==> src/rtl/tff_pkg.sv <==
// Purpose : shared mode encodings for the T flip-flop counter bank.
// Contents: mode_e enum (TOGGLE/UP/DOWN/LOAD) used by the interface, top and bench.
// Latency : n/a (types only). Backpressure: n/a.
package tff_pkg;

   typedef enum logic [1:0] {
      MODE_TOGGLE = 2'b00,
      MODE_UP     = 2'b01,
      MODE_DOWN   = 2'b10,
      MODE_LOAD   = 2'b11
   } mode_e;

endpackage : tff_pkg

==> src/rtl/tff_counter_bank_if.sv <==
// Purpose : control/status bundle of the T flip-flop counter bank.
// Ports   : master drives en/mode/T/load_val and observes Q/tc/ovf; slave is the bank.
// Latency : n/a (wires only). Backpressure: none, the bank accepts every enabled edge.
interface tff_counter_bank_if #(
   parameter int WIDTH = 4
);
   import tff_pkg::*;

   logic             en;        // update enable
   mode_e            mode;      // operating mode
   logic [WIDTH-1:0] T;         // per-bit toggle request (TOGGLE mode only)
   logic [WIDTH-1:0] load_val;  // parallel load data (LOAD mode only)
   logic [WIDTH-1:0] Q;         // flip-flop bank state
   logic             tc;        // terminal count, combinational
   logic             ovf;       // registered limit pulse

   modport master (
      output en, mode, T, load_val,
      input  Q, tc, ovf
   );

   modport slave (
      input  en, mode, T, load_val,
      output Q, tc, ovf
   );

endinterface : tff_counter_bank_if

==> src/rtl/tff_cell.sv <==
// Purpose : one T flip-flop with synchronous reset and a parallel-load override.
// Ports   : clk, rst (sync, active-high), t_i toggle, load_i/load_d_i load, q_o state.
// Latency : one edge from inputs to q_o. Backpressure: none.
module tff_cell #(
   parameter logic RST_VAL = 1'b0
) (
   input  logic clk,
   input  logic rst,
   input  logic t_i,
   input  logic load_i,
   input  logic load_d_i,
   output logic q_o
);

   logic q_q;
   logic q_d;

   // Load beats toggle; the top never asserts both, but the order is fixed here.
   always_comb begin
      q_d = q_q;
      if (load_i) begin
         q_d = load_d_i;
      end else if (t_i) begin
         q_d = ~q_q;
      end
   end

   always_ff @(posedge clk) begin
      if (rst) begin
         q_q <= RST_VAL;
      end else begin
         q_q <= q_d;
      end
   end

   assign q_o = q_q;

endmodule : tff_cell

==> src/rtl/tff_counter_bank.sv <==
// Purpose : WIDTH-bit bank of T flip-flops: per-bit toggle, up/down count or parallel load.
// Ports   : clk, rst (sync, active-high), bus (slave modport: en/mode/T/load_val in, Q/tc/ovf out).
// Latency : Q and ovf update one edge after inputs are sampled; tc is combinational from Q/mode.
// Backpressure: none; en=0 simply holds Q and clears ovf.
module tff_counter_bank
   import tff_pkg::*;
#(
   parameter int               WIDTH     = 4,
   parameter logic [WIDTH-1:0] RESET_VAL = '0,
   parameter int               SATURATE  = 0
) (
   input  logic                 clk,
   input  logic                 rst,
   tff_counter_bank_if.slave    bus
);

   logic [WIDTH-1:0] q_w;        // current bank state from the cells
   logic [WIDTH-1:0] up_t;       // carry chain: bit i toggles when all lower bits are 1
   logic [WIDTH-1:0] dn_t;       // borrow chain: bit i toggles when all lower bits are 0
   logic [WIDTH-1:0] tgl_vec;    // per-cell toggle request
   logic             load_w;
   logic             at_limit;   // counting mode is sitting on its limit value
   logic             ovf_q;
   logic             ovf_d;

   // Ripple toggle chains instead of an adder: Q ^ up_t is Q+1, Q ^ dn_t is Q-1.
   always_comb begin
      up_t    = '0;
      dn_t    = '0;
      up_t[0] = 1'b1;
      dn_t[0] = 1'b1;
      for (int i = 1; i < WIDTH; i++) begin
         up_t[i] = up_t[i-1] &  q_w[i-1];
         dn_t[i] = dn_t[i-1] & ~q_w[i-1];
      end
   end

   always_comb begin
      at_limit = 1'b0;
      if (bus.mode == MODE_UP) begin
         at_limit = &q_w;
      end else if (bus.mode == MODE_DOWN) begin
         at_limit = ~|q_w;
      end
   end

   always_comb begin
      tgl_vec = '0;
      load_w  = 1'b0;
      ovf_d   = 1'b0;
      if (bus.en) begin
         unique case (bus.mode)
            MODE_TOGGLE: tgl_vec = bus.T;
            MODE_UP:     tgl_vec = up_t;
            MODE_DOWN:   tgl_vec = dn_t;
            MODE_LOAD:   load_w  = 1'b1;
            default:     tgl_vec = '0;
         endcase
         ovf_d = at_limit;
         // A saturating counter freezes on its limit but still reports the attempt.
         if ((SATURATE != 0) && at_limit) begin
            tgl_vec = '0;
         end
      end
   end

   for (genvar g = 0; g < WIDTH; g++) begin : g_cell
      tff_cell #(
         .RST_VAL (RESET_VAL[g])
      ) u_cell (
         .clk      (clk),
         .rst      (rst),
         .t_i      (tgl_vec[g]),
         .load_i   (load_w),
         .load_d_i (bus.load_val[g]),
         .q_o      (q_w[g])
      );
   end

   always_ff @(posedge clk) begin
      if (rst) begin
         ovf_q <= 1'b0;
      end else begin
         ovf_q <= ovf_d;
      end
   end

   // tc depends only on Q and mode, never on en, T or load_val.
   assign bus.Q   = q_w;
   assign bus.tc  = at_limit;
   assign bus.ovf = ovf_q;

endmodule : tff_counter_bank
==> src/flat_wrapper.sv <==
// flat-port wrapper written by rule: the top's interface ports become plain ports
module tff_counter_bank_flat import tff_pkg::*;
#(
   parameter int               WIDTH     = 4,
   parameter logic [WIDTH-1:0] RESET_VAL = '0,
   parameter int               SATURATE  = 0
)
  (clk, rst, bus_en, bus_mode, bus_T, bus_load_val, bus_Q, bus_tc, bus_ovf);
  tff_counter_bank_if #(.WIDTH(WIDTH)) bus_i ();
  input  logic clk;
  input  logic rst;
  input wire logic [$bits(bus_i.en)-1:0] bus_en;
  input wire logic [$bits(bus_i.mode)-1:0] bus_mode;
  input wire logic [$bits(bus_i.T)-1:0] bus_T;
  input wire logic [$bits(bus_i.load_val)-1:0] bus_load_val;
  output wire logic [$bits(bus_i.Q)-1:0] bus_Q;
  output wire logic [$bits(bus_i.tc)-1:0] bus_tc;
  output wire logic [$bits(bus_i.ovf)-1:0] bus_ovf;
  assign bus_i.en = bus_en;
  assign bus_i.mode = bus_mode;
  assign bus_i.T = bus_T;
  assign bus_i.load_val = bus_load_val;
  assign bus_Q = bus_i.Q;
  assign bus_tc = bus_i.tc;
  assign bus_ovf = bus_i.ovf;
  tff_counter_bank #(.WIDTH(WIDTH), .RESET_VAL(RESET_VAL), .SATURATE(SATURATE)) u_core (.clk(clk), .rst(rst), .bus(bus_i));
endmodule
==> config.mk <==
export PLATFORM = sky130hd
export DESIGN_NAME = tff_counter_bank_flat
export DESIGN_NICKNAME = d
export VERILOG_FILES = /design/src/rtl/tff_pkg.sv /design/src/rtl/tff_counter_bank_if.sv /design/src/rtl/tff_cell.sv /design/src/rtl/tff_counter_bank.sv /design/src/flat_wrapper.sv
export SDC_FILE = /design/constraint.sdc
export NUM_CORES = 1
export LEC_CHECK = 0
export CAP_MARGIN = 15
export CORE_AREA = 2 2 39 41
export DETAILED_ROUTE_END_ITERATION = 12
export DIE_AREA = 0 0 41 43
export PLACE_DENSITY = 0.67
export SETUP_SLACK_MARGIN = 0.5
export SYNTH_ARGS = -nofsm -noshare
export SYNTH_HDL_FRONTEND = slang
export SYNTH_SLANG_ARGS = --single-unit
==> constraint.sdc <==
create_clock -name clk -period 1.45 [get_ports clk]
set_input_delay 0.29 -clock clk [delete_from_list [all_inputs] [get_ports clk]]
set_output_delay 0.29 -clock clk [all_outputs]
set_load 0.02 [all_outputs]
==> flow_summary.json, run 1 <==
{
  "ys_types": 24,
  "vdd_drop_max_uv": 263.7,
  "die_y_um": 43,
  "grt_pass1_vias": 467,
  "tns_ns": -0.4205,
  "grt_max_degree": 8,
  "clkLatencyLatePin_ns": 0.25,
  "worstPathBufferInverterCount": 1,
  "crit_fanout": 2,
  "grt_usage_pct": 16.15,
  "crit_type": "reg2out",
  "maxSlewHeadroom_pct": 84.02,
  "worst_path_max_delay_cell": "or4b_4",
  "dp_hpwl_um": 888.8,
  "hp-class": "in2reg",
  "drive_gt1_share_pct": 58.14,
  "fillers": 109,
  "die_w_um": 41,
  "root_buffer": "clkbuf_4",
  "rows": 14,
  "r2r-start": "u_core.g_cell[0].u_cell.q_o",
  "clk_pin_slew_ns": 0.05,
  "die_area_mm2": 0.001763,
  "drtAntennaViolNets": 0,
  "core_area_mm2": 0.001384,
  "p_leak_nw": 0.3880,
  "dp.cells": 93,
  "wl_mm": 1.190,
  "rsz0062_at_grt": "yes",
  "required_ns": 1.16,
  "avgSynthCellArea_um2": 8.707,
  "cts_sinks": 5,
  "synthCells": 49,
  "violations": "negative setup slack",
  "min_path_cells": 2,
  "final_max_slew_viol_count": 0,
  "reg2regPathDepth": 5,
  "min_period_ns": 1.751,
  "reg2reg_slack_ns": -0.11,
  "grt_pass1_wl_mm": 1.918,
  "drtPass1Iterations": 4,
  "areaGrowthSynthToFinish_pct": 122.6,
  "cts_tree": "done",
  "finalSetupViolations": 3,
  "cp_cell_sequence": "or4b_4, o31ai_4, buf_6",
  "routedWlPerCell_um": 11.67,
  "r2r-end": "u_core.g_cell[3].u_cell.q_o",
  "clock.fmax_mhz": 571.1,
  "cp-end-kind": "output pin",
  "syn_area_um2": 426.7,
  "hold_viol": 0,
  "num_io_pins": 19,
  "gp_congestion": 0.7521,
  "cp-start-kind": "flip-flop",
  "cts-buffers-inserted": 3,
  "vias_per_cell": 4.931,
  "layout_setup_ws_ns": -0.3011,
  "overflow": 0,
  "antenna_found_initial": 0,
  "clockBufferDepth": 2,
  "place_ws_ns": -1.259,
  "cellPowerDensity_mw_per_mm2": 620.3,
  "stdcell_count": 102,
  "diodes": 0,
  "cts_hold_buf": 0,
  "fin_nets": 105,
  "drcViolationCount": 0,
  "drtIter0Drc": 11,
  "synth_warnings": 0,
  "worst_ep_arrival_time_ns": 1.46,
  "hold_ws_ns": 0.5781,
  "seq_area_frac_synth_pct": 23.46,
  "cp_slowest_stage_delay_ns": 0.55,
  "port-buffer-count": 18,
  "fin_crit_sh_pct": 120.8,
  "min_to": "u_core.bus.ovf",
  "via_count": 503,
  "synth_seq_cells": 5,
  "initial_core_util_pct": 30.83,
  "min-delay-start": "bus_en",
  "worstMarginPinSlew_ns": 0.2393,
  "crit_family": "simple AND/OR/NAND/NOR gates",
  "skew_ns": 0.007504,
  "status": "finished, violations left",
  "maxCapViolations": 0,
  "syn-num-nets": 67,
  "cts_max_level": 1
}
==> synthesized netlist by cell type <==
cell | instances | share of area [%]
dfxtp_1 | 5 | 23
or4b_4 | 1 | 3.2
mux2i_1 | 2 | 4.7
nor2_1 | 4 | 3.5
or3b_2 | 1 | 2.1
o31ai_1 | 1 | 1.8
and3b_1 | 1 | 2.1
nand3b_1 | 1 | 1.8
a31oi_1 | 1 | 1.5
nand3b_2 | 1 | 2.6
buf_4 | 4 | 7.0
or3_1 | 1 | 1.5
nand2_1 | 5 | 4.4
and4_1 | 1 | 2.1
ha_1 | 5 | 15
a21oi_1 | 3 | 3.5
o21ai_0 | 1 | 1.2
nand3_1 | 1 | 1.2
xnor2_1 | 2 | 4.1
a211oi_1 | 2 | 3.5
nand2b_1 | 2 | 2.9
a2111oi_2 | 1 | 3.5
a311oi_1 | 1 | 2.1
inv_1 | 2 | 1.8
==> cells by family (layout without fill, tap and decap cells) <==
family          after synthesis  after routing  synth area share, %
flops                         5              5                23.46
fa+ha+maj                     5              5                14.66
simple gates                 19             19                27.27
compound gates               10             10                17.01
buf+inv                       6             43                8.799
mux                           2              2                4.692
xor+xnor                      2              2                4.106
==> layer usage <==
| metal | GRT usage (%) | share of wire, % | up-vias | routed length, um |
|---|---|---|---|---|
| met5 | 0 | 0 | - | 0 |
| li1 | - | - | 249 | - |
| met3 | 3.141 | 5.0 | 3 | 59 |
| met2 | 27.81 | 56 | 19 | 664 |
| met4 | 8.000 | 2.1 | 0 | 25 |
| met1 | 17.31 | 37 | 232 | 441 |
==> cell usage in the layout, fill, tap and decap left out, drive strengths merged, types with 2 or more instances in the layout <==
| cell type | netlist | routed |
|---|---|---|
| buf | 4 | 26 |
| nand2b | 2 | 2 |
| clkbuf | 0 | 4 |
| xnor2 | 2 | 2 |
| nand2 | 5 | 5 |
| mux2i | 2 | 2 |
| nand3b | 2 | 2 |
| clkdlybuf4s50 | 0 | 9 |
| dfxtp | 5 | 5 |
| inv | 2 | 2 |
| ha | 5 | 5 |
| a21oi | 3 | 3 |
| a211oi | 2 | 2 |
| nor2 | 4 | 4 |
==> report_power, final <==
part           total, mW  switching (mW)  internal, mW
Sequential         0.160         0.00885         0.151
Clock              0.167          0.0626         0.104
Combinational      0.262           0.107         0.156
Total              0.589           0.178         0.411
==> state kept, by name, summed over array words and instances, names as in the netlist <==
signal and count:
u_core.bus.ovf 1, u_core.g_cell.u_cell.q_o 4
==> worst max-delay path by stage <==
| stage | from | to | slack (ns) | cells past startpoint |
|---|---|---|---|---|
| 3_5_place_dp | bus_mode[0] | bus_tc | -1.26 | 6 |
| 2_1_floorplan | bus_mode[0] | bus_tc | -0.11 | 4 |
| 6_report | u_core.g_cell[0].u_cell.q_o | bus_tc | -0.30 | 3 |
| 5_1_grt | u_core.g_cell[0].u_cell.q_o | bus_tc | -0.33 | 3 |
| 4_1_cts | u_core.g_cell[0].u_cell.q_o | bus_tc | -0.31 | 3 |
| 3_3_place_gp | bus_mode[0] | bus_tc | -1.23 | 6 |
==> final cells by class <==
type | instances | area, um2 | share of cell area, %
multi-input cells | 38 | 396.6 | 41.77
repair buffers | 37 | 369.1 | 38.87
flip-flops and latches | 5 | 105.1 | 11.07
inverters | 2 | 32.53 | 3.426
clock buffers | 4 | 26.28 | 2.767
well taps | 16 | 20.02 | 2.108
==> worst reg2reg max path: stages, from the launching register on <==
cell and delay [ns]:
dfxtp_2 0.31, or4b_4 0.55, buf_4 0.16, nand3b_4 0.07
mux2i_1 0.09, a2111oi_2 0.28
==> metrics by stage <==
stage	instance area, um2	power [mW]	utilization (%)
floorplan	516.7	0.2742	-
global placement	792.0	0.3741	57.23
detailed placement	792.0	0.3770	57.23
CTS	917.1	0.5821	66.27
global route	949.7	0.6248	68.63
finish	949.7	0.5891	68.63
==> repair_timing <==
action,4_1_cts,5_1_grt
pin swaps,8,5
setup endpoints to repair,11,11
buffers inserted,3,2
hold endpoints to repair,0,0
resized for setup,62,6
No activity file was read; power rests on OpenSTA's default activity.
==> run 2: changes to the inputs <==
Settings changed: CORE_AREA 2 2 39 41 to 4 4 41 43, DIE_AREA 0 0 41 43 to 0 0 45 47, RECOVER_POWER set to 100.
==> run 2 against run 1 <==
The run still ends with negative setup slack left. Sequential cell count stayed put. Design area up 4.1%. Sequential share of layout area down 0.18 points.
==> flow_summary.json, run 2 (synthesis results as in run 1) <==
{
  "cp-start-kind": "flip-flop",
  "crit_type": "reg2out",
  "maxSlewHeadroom_pct": 82.97,
  "status": "finished, violations left",
  "largest_register_ffs": 4,
  "dp.cells": 93,
  "placed_area_um2": 798.3,
  "antenna_found_initial": 0,
  "place_ws_ns": -1.243,
  "dp_hpwl_mm": 1.051,
  "die_area_mm2": 0.002115,
  "cts_tree": "done",
  "grt_usage_pct": 13.89,
  "initial_core_util_pct": 32.79,
  "via_count": 509,
  "finalSetupViolations": 2,
  "hold_ws_ns": 0.6311,
  "vias_per_cell": 4.990,
  "reg2reg_slack_ns": -0.30,
  "rsz0062_at_grt": "yes",
  "root_buffer": "clkbuf_4",
  "drive_gt1_share_pct": 62.07,
  "fin_nets": 106,
  "r2r-start": "u_core.g_cell[2].u_cell.q_o",
  "clkLatencyLatePin_ns": 0.25,
  "reg2regPathDepth": 6,
  "clock.fmax_mhz": 562.0,
  "crit_fanout": 2,
  "grt_pass1_vias": 517,
  "stdcell_count": 102,
  "netSwitchingPower_mw": 0.2027,
  "min-delay-start": "bus_load_val[2]",
  "grt_max_degree": 8,
  "port-buffer-count": 18,
  "grt_pass1_wl_mm": 2.097,
  "routedWlPerCell_um": 14.26,
  "switching_share_pct": 32.18,
  "overflow": 0,
  "drcViolationCount": 0,
  "clockBufferDepth": 2,
  "num_io_pins": 19,
  "worstMarginPinSlew_ns": 0.2550,
  "cp_slowest_stage_delay_ns": 0.56,
  "gp_congestion": 0.7261,
  "hold_viol": 0,
  "r2r-end": "u_core.g_cell[3].u_cell.q_o",
  "clkPwrFrac_pct": 28.1,
  "die_w_um": 45,
  "p_comb_share_pct": 46.7,
  "cts-buffers-inserted": 3,
  "wl_mm": 1.455,
  "cts_max_level": 1,
  "drtPass1Iterations": 4,
  "required_ns": 1.16,
  "cp_cell_sequence": "or4b_4, o31ai_4, buf_6",
  "fin_crit_sh_pct": 122.7,
  "vdd_drop_max_uv": 439.5,
  "violations": "negative setup slack",
  "worst_path_max_delay_cell": "or4b_4",
  "layout_common_cells": "buf_6, buf_4, clkdlybuf4s50_1",
  "internal-power_mw": 0.4273,
  "final_common_cell": "buf_6",
  "final_max_slew_viol_count": 0,
  "cts_sinks": 5,
  "hp-class": "in2reg",
  "worst_ep_arrival_time_ns": 1.49,
  "skew_ns": 0.007998,
  "p_leak_nw": 0.3983,
  "pwr-share-seq_pct": 25.3,
  "stdcell_area_um2": 988.4,
  "rows": 13,
  "layout_setup_ws_ns": -0.3295,
  "min_to": "u_core.g_cell[2].u_cell.q_o",
  "cp-end-kind": "output pin",
  "clk_pin_slew_ns": 0.05,
  "core_area_mm2": 0.001301,
  "min_path_cells": 3,
  "drtAntennaViolNets": 0,
  "maxCapViolations": 0,
  "diodes": 0,
  "cellPowerDensity_mw_per_mm2": 637.4,
  "die_y_um": 47,
  "areaGrowthSynthToFinish_pct": 131.7,
  "drtIter0Drc": 10,
  "min_period_ns": 1.779
}
==> run 2: power groups by stage <==
| stage | logic, mW | registers (mW) | clock network [mW] |
|---|---|---|---|
| floorplan | 0.108 | 0.166 | 0 |
| global placement | 0.219 | 0.160 | 0 |
| detailed placement | 0.224 | 0.159 | 0 |
| CTS | 0.244 | 0.159 | 0.174 |
| global route | 0.315 | 0.160 | 0.192 |
| finish | 0.294 | 0.159 | 0.177 |
==> run 2: final cells by class <==
type                    count  area [um2]
clock buffers               4       26.28
flip-flops and latches      5       107.6
fillers                    93       312.8
well taps                  15       18.77
inverters                   2       32.53
multi-input cells          38       430.4
repair buffers             38       372.9
==> run 2: worst max path at each step <==
stage	from	end	slack (ns)	cells past startpoint
floorplan	bus_mode[0]	bus_tc	-0.11	4
global placement	bus_mode[0]	bus_tc	-1.23	6
detailed placement	bus_mode[0]	bus_tc	-1.24	6
CTS	u_core.g_cell[2].u_cell.q_o	bus_tc	-0.30	3
global route	u_core.g_cell[2].u_cell.q_o	bus_tc	-0.38	3
finish	u_core.g_cell[2].u_cell.q_o	bus_tc	-0.33	3
==> run 2: critical path, delay by kind of cell (launching register included) <==
kind,cells,cell delay (ns)
flip-flops,1,0.32
AND/OR/NAND/NOR,1,0.56
AO/OA/AOI/OAI,1,0.20
buffers and inverters,1,0.15
==> run 2: per-stage QoR <==
stage          util (%)  power, mW  setup TNS, ns
2_1_floorplan         -     0.2742        -0.2064
3_5_place_dp      61.35     0.3835         -4.722
6_report          75.96     0.6300        -0.6311
4_1_cts           68.46     0.5772        -0.4427
3_3_place_gp      61.35     0.3783         -4.466
5_1_grt           75.96     0.6666        -0.8002
==> run 2: per-layer routing <==
| metal | vias up | part of all wire (%) | routed length [um] | track usage, % |
|---|---|---|---|---|
| li1 | 253 | - | - | - |
| met1 | 235 | 38 | 549 | 12.70 |
| met2 | 19 | 54 | 791 | 26.55 |
| met3 | 2 | 6.7 | 97 | 6.130 |
| met4 | 0 | 1.2 | 17 | 5.848 |
| met5 | - | 0 | 0 | 0 |
==> run 2: timing repair <==
item,CTS,global route
setup buffers,1,4
hold buffers,0,0
setup endpoints to repair,11,11
pin swaps,7,2
gates resized for setup,58,18
